===== config.mk =====
export PLATFORM = sky130hd
export DESIGN_NAME = sisc_fetch_unit
export DESIGN_NICKNAME = d
export VERILOG_FILES = /design/src/rtl/sisc_fetch_unit.sv
export SDC_FILE = /design/constraint.sdc
export NUM_CORES = 1
export LEC_CHECK = 0
export CAP_MARGIN = 40
export CORE_ASPECT_RATIO = 1.4
export CORE_UTILIZATION = 50
export DETAILED_ROUTE_END_ITERATION = 8
export GPL_TIMING_DRIVEN = 1
export PLACE_DENSITY = 0.94
export SYNTH_ARGS = -nofsm -noshare
export SYNTH_HDL_FRONTEND = slang
export SYNTH_SLANG_ARGS = --single-unit

===== constraint.sdc =====
create_clock -name clk -period 6.9 [get_ports clk]
set_input_delay 1.38 -clock clk [delete_from_list [all_inputs] [get_ports clk]]
set_output_delay 1.38 -clock clk [all_outputs]
set_load 0.01 [all_outputs]

===== src/rtl/sisc_fetch_unit.sv =====
// rtl/sisc_fetch_unit.sv - SISC instruction fetch: PC, IR, branch targets, optional FETCH_STALL_EN wait-state handshake
module sisc_fetch_unit #(
    parameter int ADDR_W = 16
) (
    input  logic              clk,
    input  logic              rst_f,
    input  logic              pc_rst,
    input  logic              pc_write,
    input  logic              pc_sel,
    input  logic              br_sel,
    input  logic              ir_load,
    input  logic [31:0]       imem_rdata,
    input  logic              imem_valid,
    output logic [ADDR_W-1:0] imem_addr,
    output logic              imem_rd,
    output logic              fetch_busy,
    output logic [ADDR_W-1:0] pc_out,
    output logic [3:0]        opcode,
    output logic [3:0]        mm,
    output logic [3:0]        rn,
    output logic [3:0]        rs,
    output logic [3:0]        rt,
    output logic [ADDR_W-1:0] imm
);

    logic [ADDR_W-1:0] pc_q, pc_d;
    logic [31:0]       ir_q, ir_d;

    // Field decode: plain slices of the held instruction word
    assign opcode = ir_q[31:28];
    assign mm     = ir_q[27:24];
    assign rn     = ir_q[23:20];
    assign rs     = ir_q[19:16];
    assign rt     = ir_q[15:12];
    assign imm    = ir_q[ADDR_W-1:0];
    assign pc_out = pc_q;

    // Next PC: synchronous clear beats every update; relative branches add imm to the current PC
    always_comb begin
        pc_d = pc_q;
        if (pc_rst) begin
            pc_d = '0;
        end else if (pc_write) begin
            if (!pc_sel) begin
                pc_d = pc_q + ADDR_W'(1);
            end else if (br_sel) begin
                pc_d = imm;
            end else begin
                pc_d = pc_q + imm;
            end
        end
    end

    // PC and IR registers
    always_ff @(posedge clk or negedge rst_f) begin
        if (!rst_f) begin
            pc_q <= '0;
            ir_q <= '0;
        end else begin
            pc_q <= pc_d;
            ir_q <= ir_d;
        end
    end

`ifdef FETCH_STALL_EN
    typedef enum logic {
        ST_IDLE = 1'b0,
        ST_WAIT = 1'b1
    } state_t;

    state_t            state_q, state_d;
    logic [ADDR_W-1:0] fa_q, fa_d;

    // Busy is a pure state decode so ctrl never sees an input-to-output path through it
    assign fetch_busy = (state_q == ST_WAIT);

    // Fetch handshake: IDLE issues from the live PC, WAIT replays the latched address until data or abort
    always_comb begin
        state_d   = state_q;
        ir_d      = ir_q;
        fa_d      = fa_q;
        imem_addr = pc_q;
        imem_rd   = ir_load;
        if (state_q == ST_IDLE) begin
            if (ir_load) begin
                fa_d = pc_q;
                if (imem_valid) begin
                    ir_d = imem_rdata;
                end else begin
                    state_d = ST_WAIT;
                end
            end
        end else begin
            imem_addr = fa_q;
            imem_rd   = 1'b1;
            if (pc_rst) begin
                state_d = ST_IDLE;
            end else if (imem_valid) begin
                ir_d    = imem_rdata;
                state_d = ST_IDLE;
            end
        end
    end

    // Handshake state and latched fetch address
    always_ff @(posedge clk or negedge rst_f) begin
        if (!rst_f) begin
            state_q <= ST_IDLE;
            fa_q    <= '0;
        end else begin
            state_q <= state_d;
            fa_q    <= fa_d;
        end
    end
`else
    logic unused_imem_valid;

    assign unused_imem_valid = imem_valid;
    assign fetch_busy        = 1'b0;
    assign imem_rd           = ir_load;
    assign imem_addr         = pc_q;

    // Single-cycle memory: every fetch strobe captures the returned word
    always_comb begin
        ir_d = ir_q;
        if (ir_load) begin
            ir_d = imem_rdata;
        end
    end
`endif

endmodule


==> flow_metrics.tcl <==
set metrics [dict create \
    num-nets-final 494 \
    via_per_inst 5.94 \
    cpMaxStageDelayCell "clkdlybuf4s50_1" \
    top_layer_used "met4" \
    ff2ff_setup_slack_ps 4220 \
    io_buffer_count 107 \
    dieWidth_microns 71.1 \
    p_leak_nw 1.82 \
    ant_nets 0 \
    worst_setup_path_end_kind "output pin" \
    netlist_top_cells_count "48 x dfrtp_1, 32 x mux2_2, 30 x o21ai_0" \
    htree_levels 2 \
    r2r_cells 10 \
    wl_met2_mm 4.34 \
    synth_top_family_by_area "compound AO/OA/AOI/OAI gates" \
    period_share_pct 54.8 \
    wl_met1_mm 3.48 \
    worstMarginPinSlew_ps 567 \
    ys_seq_area_share_pct 35.9 \
    synth-seq-cells 48 \
    grt_pass1_vias 2996 \
    yosysUniqueCellTypes 55 \
    synth_compound_area_share_pct 21.1 \
    ctsResizeCount 0 \
    cts_buffer_depth 2 \
    path_cells "clkdlybuf4s50_1 > clkdlybuf4s50_1" \
    ir_worst_vdd_uv 150 \
    initial_core_util_pct 52.8 \
    setup_viol 0 \
    crit_path_start "ir_load" \
    synth_fp_nets 415 \
    drv_slew 0 \
    insertion_delay_ps 310 \
    ys_warn_count 0 \
    yosysMostFrequentCell "dfrtp_1" \
    synthMuxAreaShare_pct 13.5 \
    first_pass_iters 9 \
    max_stage_delay_ps 540 \
    first_iter_violations 283 \
    grt_max_degree 41 \
    worstSetupPathDepth 2 \
    gr-total-overflow 0 \
    post-cts-setup-buffers 0 \
    async_flop_share_pct 100 \
    tritoncts "done" \
    routedWlPerCell_microns 16.7 \
    synthXorXnorAreaFrac_pct 1.57 \
    maxCapViolations 0 \
    critPathKind "in2out" \
    synthAdderAreaFrac_pct 6.58 \
    fin_tns_setup_ps 0 \
    num-fill-cells 499 \
    hold_buffers 0 \
    crit_path_end "imem_rd" \
    cp_common_cell "clkdlybuf4s50_1" \
    postSynthCellCount 358 \
    worstPathRequired_ps 5520 \
    crit_path_start_kind "input pin" \
    vias 3028 \
    drive_above_1_share_pct 12.8 \
    r2r-start "imem_addr[0]$_DFFE_PN0P_" \
    yosys.area.top_type "dfrtp_1" \
    wl_mm 8.50 \
    clockRootBuffer "clkbuf_8" \
    syn_area_per_cell_sq_um 9.35 \
    ys_top_cells_by_area "dfrtp_1 36%, mux2_2 11%, ha_1 6.0%" \
    area_growth_pct 32.5 \
    period_needed_ps 3780 \
    diodes 0 \
    yosys.area_share.simple_pct 13.0 \
    die_area_sq_mm 0.00703 \
    drc 3 \
    synth_top_cell_area_share_pct 35.9 \
    powerDensity_mw_per_mm2 187 \
    slew_headroom_pct 62.1 \
    place_congestion 0.954 \
    met3_length_microns 513 \
    synth_area_sq_mm 0.00335 \
    cpLargestDelayFamily "buffers and inverters" \
    rsz0062_at_grt "no" \
    grt_pass1_wl_mm 14.0 \
    cts.sinks 48 \
    dpl.hpwl_mm 6.37 \
    grt_usage_pct 25.3 \
    worst-path-buf-inv 2 \
    cp_max_fo 2 \
    skew_ps 7.64 \
    timing.fmax_mhz 264 \
    timing.rr.end "imem_addr[12]$_DFFE_PN0P_" \
    hold_violations 0 \
    ys.flop_type "dfrtp_1" \
    synth-edff-count 0 \
    p_total_w 0.000829 \
    pin_count 110 \
    cts.clk_slew.worst_paths_ps 90 \
    hold_class "reg2reg" \
    antenna_found_initial 0 \
    row_count 34 \
    arrival_ps 2400 \
    min_path_cells 1 \
    violations "design-rule violations" \
    core-area_sq_mm 0.00634 \
    status "complete, but fails checks" \
    cts_buffers 5 \
    dieHeight_microns 98.8 \
]
[metrics by stage]
| stage | worst slack [ps] | cell area (sq um) | hold WS, ps | util (%) | cells |
|---|---|---|---|---|---|
| floorplan | 4020 | 3350 | 551 | - | 358 |
| global placement | 3130 | 4290 | 489 | 67.6 | 500 |
| detailed placement | 3110 | 4320 | 495 | 68.2 | 502 |
| CTS | 3100 | 4430 | 517 | 70.0 | 510 |
| global route | 3070 | 4430 | 531 | 70.0 | 510 |
| finish | 3120 | 4430 | 511 | 70.0 | 510 |
[state kept, by name, summed over array words and instances, names as in the netlist]
name,count
imem_addr,16
ir_q,32
[cell type report]
class | count | area, sq um | share of cell area, %
Multi-Input combinational cell | 258 | 1870 | 42.1
Timing Repair Buffer | 111 | 1120 | 25.2
Clock buffer | 5 | 68.8 | 1.55
Clock inverter | 3 | 42.5 | 0.959
Tap cell | 72 | 90.1 | 2.03
Sequential cell | 48 | 1200 | 27.1
Inverter | 13 | 48.8 | 1.10
[per-layer routing]
metal / vias up / GRT usage (%)
li1: 1437 / -
met1: 1430 / 30.3
met2: 145 / 44.7
met3: 16 / 5.11
met4: 0 / 8.77
met5: - / 0
[how the worst min path moves through the flow]
stage / from / end / slack, ps
after global placement: ir_q[22]$_DFFE_PN0P_ / ir_q[22]$_DFFE_PN0P_ / 490
after CTS: ir_q[24]$_DFFE_PN0P_ / ir_q[24]$_DFFE_PN0P_ / 520
after global routing: ir_q[28]$_DFFE_PN0P_ / ir_q[28]$_DFFE_PN0P_ / 530
after floorplan: ir_q[28]$_DFFE_PN0P_ / ir_q[28]$_DFFE_PN0P_ / 550
final: ir_q[24]$_DFFE_PN0P_ / ir_q[24]$_DFFE_PN0P_ / 510
after detailed placement: ir_q[24]$_DFFE_PN0P_ / ir_q[24]$_DFFE_PN0P_ / 490
[layout by cell type (no fill, tap or decap), drive strengths merged, types with 4 or more instances in the layout]
master | synthesis | final
clkdlybuf4s50 | 0 | 106
dfrtp | 48 | 48
mux2 | 32 | 32
o21ai | 31 | 31
nor2 | 26 | 26
nand2 | 22 | 22
a21oi | 18 | 18
ha | 16 | 16
inv | 13 | 13
nand3 | 10 | 10
mux2i | 9 | 9
a31oi | 8 | 8
nor2b | 7 | 7
a21o | 6 | 6
nand2b | 6 | 6
a211oi | 6 | 6
o21a | 5 | 5
and3 | 5 | 5
clkbuf | 15 | 5
buf | 24 | 5
nor3 | 4 | 4
a22oi | 4 | 4
[cell families (layout without fill, tap and decap cells)]
family                   Yosys count  count (layout)
AO/OA/AOI/OAI                    104             104
multiplexers                      41              41
buffers and inverters             52             132
AND/OR/NAND/NOR                   89              89
flip-flops                        48              48
XOR/XNOR                           6               6
adder cells (fa/ha/maj)           17              17
other                              1               1
[power by group]
| part | switching, W | total [W] | internal, W |
|---|---|---|---|
| Combinational | 0.000130 | 0.000283 | 0.000153 |
| Clock | 0.0000986 | 0.000206 | 0.000107 |
| Sequential | 0.0000327 | 0.000340 | 0.000307 |
No activity file was read; power rests on OpenSTA's default activity.
